<file path="config.mk">
export PLATFORM = sky130hd
export DESIGN_NAME = pong_game_ctrl
export DESIGN_NICKNAME = d
export VERILOG_FILES = /design/src/rtl/pong_game_ctrl_pkg.sv /design/src/rtl/pong_game_ctrl_tick_timer.sv /design/src/rtl/pong_game_ctrl.sv
export SDC_FILE = /design/constraint.sdc
export NUM_CORES = 1
export LEC_CHECK = 0
export BUFFER_PORTS_ARGS = -buffer_cell sky130_fd_sc_hd__buf_4
export CORE_MARGIN = 1.5
export CORE_UTILIZATION = 40
export DETAILED_ROUTE_END_ITERATION = 7
export HOLD_SLACK_MARGIN = 0.12
export PLACE_DENSITY_LB_ADDON = 0.25
export SLEW_MARGIN = 20
export SYNTH_ARGS = -nofsm -noshare
export SYNTH_HDL_FRONTEND = slang
export SYNTH_SLANG_ARGS = --single-unit
</file>
<file path="constraint.sdc">
create_clock -name clk -period 1.7 [get_ports clk]
set_input_delay 0 -clock clk [delete_from_list [all_inputs] [get_ports clk]]
set_output_delay 0 -clock clk [all_outputs]
set_load 0.02 [all_outputs]
</file>
<file path="src/rtl/pong_game_ctrl_pkg.sv">
// Shared codes for the pong rally controller: serve directions, FSM states, winner codes.
package pong_pkg;

  typedef enum logic [1:0] {
    UP_LEFT    = 2'b00,
    DOWN_LEFT  = 2'b01,
    UP_RIGHT   = 2'b10,
    DOWN_RIGHT = 2'b11
  } dir_e;

  typedef enum logic [2:0] {
    ST_IDLE  = 3'd0,
    ST_SERVE = 3'd1,
    ST_PLAY  = 3'd2,
    ST_POINT = 3'd3,
    ST_OVER  = 3'd4
  } state_e;

  typedef enum logic [1:0] {
    WIN_NONE  = 2'b00,
    WIN_LEFT  = 2'b01,
    WIN_RIGHT = 2'b10
  } winner_e;

  // Bit 1 selects the horizontal half (1 = toward right), bit 0 the vertical (1 = down).
  function automatic dir_e serve_code(input logic toward_right, input logic down);
    return dir_e'({toward_right, down});
  endfunction

endpackage

</file>
<file path="src/rtl/pong_game_ctrl_tick_timer.sv">
// Frame-tick down counter; done fires when a tick arrives with the count already at zero.
module tick_timer #(
  parameter int TMR_WIDTH = 8
) (
  input  logic                 clk,
  input  logic                 rst_n,
  input  logic                 load,
  input  logic [TMR_WIDTH-1:0] load_val,
  input  logic                 tick,
  input  logic                 hold,
  output logic                 done
);

  logic [TMR_WIDTH-1:0] count;
  logic                 tick_ok;

  assign tick_ok = tick & ~hold;
  assign done    = tick_ok & (count == '0);

  always_ff @(posedge clk or negedge rst_n) begin
    if (!rst_n) begin
      count <= '0;
    end else if (load) begin
      count <= load_val;
    end else if (tick_ok && (count != '0)) begin
      count <= count - 1'b1;
    end
  end

endmodule

</file>
<file path="src/rtl/pong_game_ctrl.sv">
// Pong rally/score sequencer: serve, play, point and game-over phases driving the ball mover.
module pong_game_ctrl
  import pong_pkg::*;
#(
  parameter int DISP_COLS   = 800,
  parameter int B_WIDTH     = 6,
  parameter int SCORE_WIDTH = 4,
  parameter int WIN_SCORE   = 11,
  parameter int SERVE_DELAY = 60,
  parameter int POINT_DELAY = 30,
  parameter int TMR_WIDTH   = 8
) (
  input  logic                   clk,
  input  logic                   rst_n,
  input  logic                   tick,
  input  logic                   start,
  input  logic                   pause,
  input  logic [11:0]            ball_center_col,
  output logic                   ball_load,
  output logic [1:0]             serve_dir,
  output logic                   ball_run,
  output logic [SCORE_WIDTH-1:0] l_score,
  output logic [SCORE_WIDTH-1:0] r_score,
  output logic [1:0]             winner,
  output logic [2:0]             state
);

  localparam logic [11:0] LEFT_MISS_COL  = 12'(B_WIDTH / 2 + 1);
  localparam logic [11:0] RIGHT_MISS_COL = 12'(DISP_COLS - 1 - B_WIDTH / 2);
  localparam logic [SCORE_WIDTH-1:0] WIN_VAL   = SCORE_WIDTH'(WIN_SCORE);
  localparam logic [TMR_WIDTH-1:0]   SERVE_VAL = TMR_WIDTH'(SERVE_DELAY);
  localparam logic [TMR_WIDTH-1:0]   POINT_VAL = TMR_WIDTH'(POINT_DELAY);

  state_e                 state_q, state_d;
  logic                   start_q;
  logic                   start_edge;
  logic                   toggle_q;
  logic                   conceded_right_q;
  dir_e                   serve_dir_q;
  winner_e                winner_q;

  logic                   timer_load;
  logic [TMR_WIDTH-1:0]   timer_val;
  logic                   timer_hold;
  logic                   timer_done;
  logic                   first_serve;
  logic                   next_serve;
  logic                   miss_left;
  logic                   miss_right;
  logic                   go_over;
  logic                   left_hit;
  logic                   right_hit;

  assign start_edge = start & ~start_q;
  assign left_hit   = (ball_center_col <= LEFT_MISS_COL);
  assign right_hit  = (ball_center_col >= RIGHT_MISS_COL);

  // Timer only runs in the two waiting phases; pause freezes both count and expiry.
  assign timer_hold = pause | ~((state_q == ST_SERVE) | (state_q == ST_POINT));

  tick_timer #(
    .TMR_WIDTH(TMR_WIDTH)
  ) u_timer (
    .clk      (clk),
    .rst_n    (rst_n),
    .load     (timer_load),
    .load_val (timer_val),
    .tick     (tick),
    .hold     (timer_hold),
    .done     (timer_done)
  );

  always_ff @(posedge clk or negedge rst_n) begin
    if (!rst_n) begin
      state_q <= ST_IDLE;
      start_q <= 1'b0;
    end else begin
      state_q <= state_d;
      start_q <= start;
    end
  end

  always_comb begin
    state_d     = state_q;
    timer_load  = 1'b0;
    timer_val   = '0;
    first_serve = 1'b0;
    next_serve  = 1'b0;
    miss_left   = 1'b0;
    miss_right  = 1'b0;
    go_over     = 1'b0;
    case (state_q)
      ST_IDLE: begin
        if (start_edge) begin
          state_d     = ST_SERVE;
          timer_load  = 1'b1;
          timer_val   = SERVE_VAL;
          first_serve = 1'b1;
        end
      end
      ST_SERVE: begin
        if (timer_done) state_d = ST_PLAY;
      end
      ST_PLAY: begin
        // Left check first so a degenerate overlap of both bounds scores for the right player.
        if (left_hit) begin
          state_d    = ST_POINT;
          timer_load = 1'b1;
          timer_val  = POINT_VAL;
          miss_left  = 1'b1;
        end else if (right_hit) begin
          state_d    = ST_POINT;
          timer_load = 1'b1;
          timer_val  = POINT_VAL;
          miss_right = 1'b1;
        end
      end
      ST_POINT: begin
        if (timer_done) begin
          if ((l_score == WIN_VAL) || (r_score == WIN_VAL)) begin
            state_d = ST_OVER;
            go_over = 1'b1;
          end else begin
            state_d    = ST_SERVE;
            timer_load = 1'b1;
            timer_val  = SERVE_VAL;
            next_serve = 1'b1;
          end
        end
      end
      ST_OVER: begin
        if (start_edge) begin
          state_d     = ST_SERVE;
          timer_load  = 1'b1;
          timer_val   = SERVE_VAL;
          first_serve = 1'b1;
        end
      end
      default: state_d = ST_IDLE;
    endcase
  end

  always_ff @(posedge clk or negedge rst_n) begin
    if (!rst_n) begin
      ball_load        <= 1'b0;
      serve_dir_q      <= DOWN_LEFT;
      toggle_q         <= 1'b0;
      conceded_right_q <= 1'b0;
      l_score          <= '0;
      r_score          <= '0;
      winner_q         <= WIN_NONE;
    end else begin
      ball_load <= first_serve | next_serve;
      if (first_serve) begin
        serve_dir_q <= DOWN_LEFT;
        toggle_q    <= 1'b0;
        l_score     <= '0;
        r_score     <= '0;
        winner_q    <= WIN_NONE;
      end
      // Serve goes back toward whoever just conceded; vertical alternates serve to serve.
      if (next_serve) begin
        serve_dir_q <= serve_code(conceded_right_q, toggle_q);
        toggle_q    <= ~toggle_q;
      end
      if (miss_left) begin
        conceded_right_q <= 1'b0;
        if (r_score < WIN_VAL) r_score <= r_score + 1'b1;
      end
      if (miss_right) begin
        conceded_right_q <= 1'b1;
        if (l_score < WIN_VAL) l_score <= l_score + 1'b1;
      end
      if (go_over) begin
        winner_q <= (l_score == WIN_VAL) ? WIN_LEFT : WIN_RIGHT;
      end
    end
  end

  assign ball_run  = (state_q == ST_PLAY) & ~pause;
  assign serve_dir = serve_dir_q;
  assign winner    = winner_q;
  assign state     = state_q;

endmodule

</file>
# After elaboration in Yosys (flattened, before gate mapping)
# Index checks and enable logic that the tools add are counted.
[op_classes]
n_addsub = 3
order_cmp = 4
n_eq_ne = 10
muxes = 45
bitwise_logic = 12
n_reduce_logical = 11
[ops]
columns = ["op", "count"]
rows = [
  ["$mux 4", 6],
  ["$mux 1", 18],
  ["$mux 3", 6],
  ["$mux 6", 3],
  ["$pmux 6 s3", 1],
  ["$mux 8", 2],
  ["$ge 12x10->1 const B", 1],
  ["$le 12x3->1 const B", 1],
  ["$pmux 3 s4", 1],
  ["$mux 2", 5],
  ["$mux 5", 2],
  ["$add 4x1->4 const B", 2],
  ["$eq 4x4->1 const B", 2],
  ["$logic_not 8->1", 1],
  ["$lt 4x4->1 const B", 2],
  ["$reduce_bool 2->1", 4],
  ["$reduce_bool 8->1", 1],
  ["$sub 8x1->8 const B", 1],
  ["$eq 3x2->1 const B", 2],
  ["$not 1->1", 5],
  ["$and 1x1->1", 4],
  ["$ne 2x2->1 const B", 2],
  ["$reduce_and 4->1", 1],
  ["$eq 3x1->1 const B", 1],
  ["9 further kinds", 11],
]
[word_totals]
register_bits = 27
output_inout_bits = 17
word_cells = 95

# Depth between registers and ports, before layout
[logic_depth]
word_depth = 10
depth_mapped = 7
depth_no_buf = 7

# Hierarchy
# A second synthesis with hierarchy kept.
[unflattened]
cells_unflattened = 162
area_unflattened_um2 = 1602.8
[by_module_without_submodules]
columns = ["module", "instances", "cells_each", "area_each_um2", "seq_area_each_um2"]
rows = [
  ["pong_game_ctrl", 1, 103, 1044.8, 476.7],
  ["tick_timer", 1, 59, 558.0, 200.2],
]

# Least setup slack after synthesis
# Ideal clock, no wire load.
[synth_timing]
kind = "reg-to-reg"
startpoint = "register state_q[0] (netlist: state[0])"
endpoint = "register r_score[2]"
setup_time_ps = 79
arrival_ps = 1611
required_time_ps = 1621
setup_slack_ps = 10
stages_incl_launch_ff = 6
synth_period_minus_slack_ps = 1690
path_cell_list = "dfrtp_1 > nor3b_1 > nand2_1 > nor2_2 > mux2_1 > mux2i_1"
[synth_between]
elab_chain_cells = 6
[synth_rtl]
columns = ["element", "line", "rtl"]
rows = [
  ["from (decl)", "pong_game_ctrl.sv:34", "state_e state_q, state_d;"],
  ["from (signal assigned)", "pong_game_ctrl.sv:78", "state_q <= state_d;"],
  ["$eq 3x3->1 / $logic_not 3->1 (equally long branches)", "pong_game_ctrl.sv:92", "case (state_q)"],
  ["$reduce_or 2->1 (no source line)", "--", ""],
  ["$mux 1", "--", ""],
  ["$mux 4", "pong_game_ctrl.sv:154", "if (first_serve) begin"],
  ["$mux 4", "pong_game_ctrl.sv:168", "if (r_score < WIN_VAL) r_score <= r_score + 1'b1;"],
  ["$mux 4 (*)", "pong_game_ctrl.sv:166", "if (miss_left) begin"],
  ["to (signal assigned)", "pong_game_ctrl.sv:168", ""],
  ["to (decl)", "pong_game_ctrl.sv:23", "output logic [SCORE_WIDTH-1:0] r_score,"],
]
# Every way passes the cells marked *; elsewhere a longest branch is shown, timed or not.
# A chain may end at the register's enable or synchronous reset.

# Final worst setup path
[layout_timing]
startpoint = "register u_timer.count[0]"
endpoint = "register u_timer.count[4]"
[layout_between]
elab_chain_cells = 5
[layout_rtl]
columns = ["element", "line", "rtl"]
rows = [
  ["from (decl)", "pong_game_ctrl_tick_timer.sv:14", "logic [TMR_WIDTH-1:0] count;"],
  ["from (signal assigned)", "pong_game_ctrl_tick_timer.sv:24", "count <= load_val;"],
  ["from (signal assigned)", "pong_game_ctrl_tick_timer.sv:26", "count <= count - 1'b1;"],
  ["parallel branches: the longest is 5 deep, another holds $sub 8x1->8", "--", ""],
]
# Parallel ways; which one is timed is not known. The select of a mux whose other input is x is not followed.

==> flow_summary.toml <==
[run_status]
status = "complete, no violations"

[floorplan]
start_util = 0.430
io_pins = 34
die_x_um = 63.8
row_count = 21
coreArea_um2 = 3440
fp.dieH_um = 63.8
die_area_um2 = 4070

[clock_tree]
cts_buffer_depth = 2
cts.sinks = 27
clk_pin_slew_worst_paths_ns = 0.09
cts_inserted_buffers = 3
cts.htree.levels = 1
cts_tree = "yes"
root_buffer = "clkbuf_8"
clk_latency_ns = 0.27

[synthesis]
syn_inst = 141
syn_area_per_cell_um2 = 10.5
syn_area_um2 = 1480
synth_fp_nets = 162
seq_area_frac_synth = 0.457
ys_types = 48
synth-async-reset-ratio = 1.00
ys_seq_elements = 27
synthFlopType = "dfrtp_1"
yosys_warnings = 0
synth_edf_count = 0

[critical_path]
critical-path-max-stage-delay_ns = 0.37
r2r_end = "u_timer.count[4]"
crit_path_cell_trace = "inv_2, ha_4, nor4b_4, buf_4, nand3_4, nand3b_4, buf_6, a221o_1"
crit_path_start_kind = "register"
critPathCaptureType = "register"
cp.required_ns = 1.86
timing.rr.start = "u_timer.count[0]"
crit_path_max_fanout = 6
ff2ff_setup_slack_ns = 0.04
slowest_stage = "dfrtp_1"
reg2regPathDepth = 8
path_class = "register to register"
crit_arrival_ns = 1.82

[cells_and_area]
final_cells = 253
final_cell_mix = "buf_4 (57), dfrtp_1 (24), nand2_1 (19)"
fin_nets = 229
drive_above_1_share = 0.444
nFillCells = 290
area_delta_synth_final_pct = 45.6
mostFrequentLayoutCell = "buf_4"
num_antenna_cells = 0

[min_path]
worstHoldPathType = "input pin to async pin"

[timing]
drv_slew = 0
finalSetupViolations = 0
fmax_mhz = 602
finalCritPeriodShare = 0.976
skew_ns = 0.00523
hold_violations = 0
tns_ns = 0
rsz0062_at_grt = "true"
period_needed_ns = 1.66
slew_headroom = 0.773
worst_pin_slew_ns = 0.340
fin_ws_ns = 0.0400

[global_route]
gr-total-overflow = 0
grt_pass1_vias = 1366
grt_use_total = 0.180
grt_pass1_wl_um = 5890
grt_max_degree = 28
antenna_found_initial = 0

[routing]
viasPerCell = 5.11
dr.pass1.iters = 4
route.detailed.drc = 0
drt_iter0_markers = 50
wirelength_um = 3430
wire_per_inst_um = 13.6
ant_nets = 0
dr_total_vias = 1293

[power_and_ir_drop]
p_sw_uw = 620
total_power_mw = 1.88
p_comb_frac = 0.350
p_sw_frac = 0.329
p_int_mw = 1.26
seqPwrFrac = 0.458
ir_drop_v = 0.000648
powerDensity_nw_per_um2 = 874
leakagePower_nw = 1.00
power.share.clock = 0.192

[placed_design]
port_buffers = 33
placed_cells = 238
gp_congestion = 0.851
post-dp-hpwl_um = 2530
dp_slack_ns = -0.0459

[job]
maxCapViolations = 0
worst max path at each step:
stage	start	end	slack [ns]
detailed placement	u_timer.count[0]	winner[0]	-0.05
CTS	u_timer.count[0]	winner[1]	0.0006
global placement	u_timer.count[0]	u_timer.count[1]	0.03
floorplan	state[0]	r_score[2]	0.01
global route	u_timer.count[0]	winner[0]	-0.06
finish	u_timer.count[0]	u_timer.count[4]	0.04
kinds of logic after synthesis:
kind of cell | after synthesis | share of synthesized area
compound gates | 23 | 0.125
flops | 27 | 0.457
xor+xnor | 6 | 0.0355
simple gates | 68 | 0.284
buf+inv | 6 | 0.0152
fa+ha+maj | 4 | 0.0338
mux | 7 | 0.0490
area by class of cell:
class,count,area [um2],share of cell area
multi-input cells,108,862,0.400
flip-flops and latches,27,679,0.315
repair buffers,63,490,0.228
well taps,46,57.6,0.0267
clock buffers,3,41.3,0.0192
inverters,5,18.8,0.00871
clock inverters,1,5.00,0.00232
power by group through the flow:
| stage | Combinational (mW) | Sequential [mW] | Clock [mW] |
|---|---|---|---|
| after floorplan | 0.289 | 0.883 | 0 |
| after global placement | 0.529 | 0.850 | 0 |
| after detailed placement | 0.542 | 0.859 | 0 |
| after CTS | 0.612 | 0.850 | 0.369 |
| after global routing | 0.725 | 0.878 | 0.401 |
| final | 0.659 | 0.862 | 0.362 |
state kept, by name, summed over array words and instances (netlist names):
register          flops
ball_load             1
conceded_right_q      1
l_score               4
r_score               4
serve_dir             2
start_q               1
state                 3
toggle_q              1
u_timer.count         8
winner                2
synth_stat cells (4+ instances only):
library cell | n | area, um2
nand3b_1 | 5 | 37.5
a21oi_1 | 5 | 25.0
nor2_1 | 11 | 41.3
inv_1 | 5 | 18.8
mux2i_1 | 5 | 50.1
nand2_1 | 21 | 78.8
nor3_1 | 4 | 20.0
dfrtp_1 | 26 | 651
ha_1 | 4 | 50.1
nand3_1 | 6 | 30.0
metal layers:
metal	track usage	vias to the layer above	share of wire
li1	-	645	-
met1	0.218	625	0.43
met2	0.333	19	0.53
met3	0.0387	4	0.029
met4	0.0245	0	0.0087
met5	0	-	0
critical path, delay by kind of cell, from the launching register on:
| kind | cells | cell delay [ns] |
|---|---|---|
| fa+ha+maj | 1 | 0.15 |
| compound gates | 1 | 0.31 |
| buf+inv | 3 | 0.36 |
| flops | 1 | 0.37 |
| simple gates | 3 | 0.36 |
stage by stage:
stage | cell area [um2] | utilization | hold WS (ns)
floorplan | 1480 | - | -0.296
global placement | 1920 | 0.559 | -0.0725
detailed placement | 1920 | 0.559 | -0.0629
CTS | 2050 | 0.596 | 0.170
global route | 2150 | 0.626 | 0.189
finish | 2150 | 0.626 | 0.164
repair_timing:
action,in CTS,in global routing
pin swaps,4,5
setup buffers,2,5
hold endpoints to repair,30,0
resized for setup,7,16
hold buffers,4,0
setup endpoints to repair,9,15
Power figures use the tool's default switching activity.
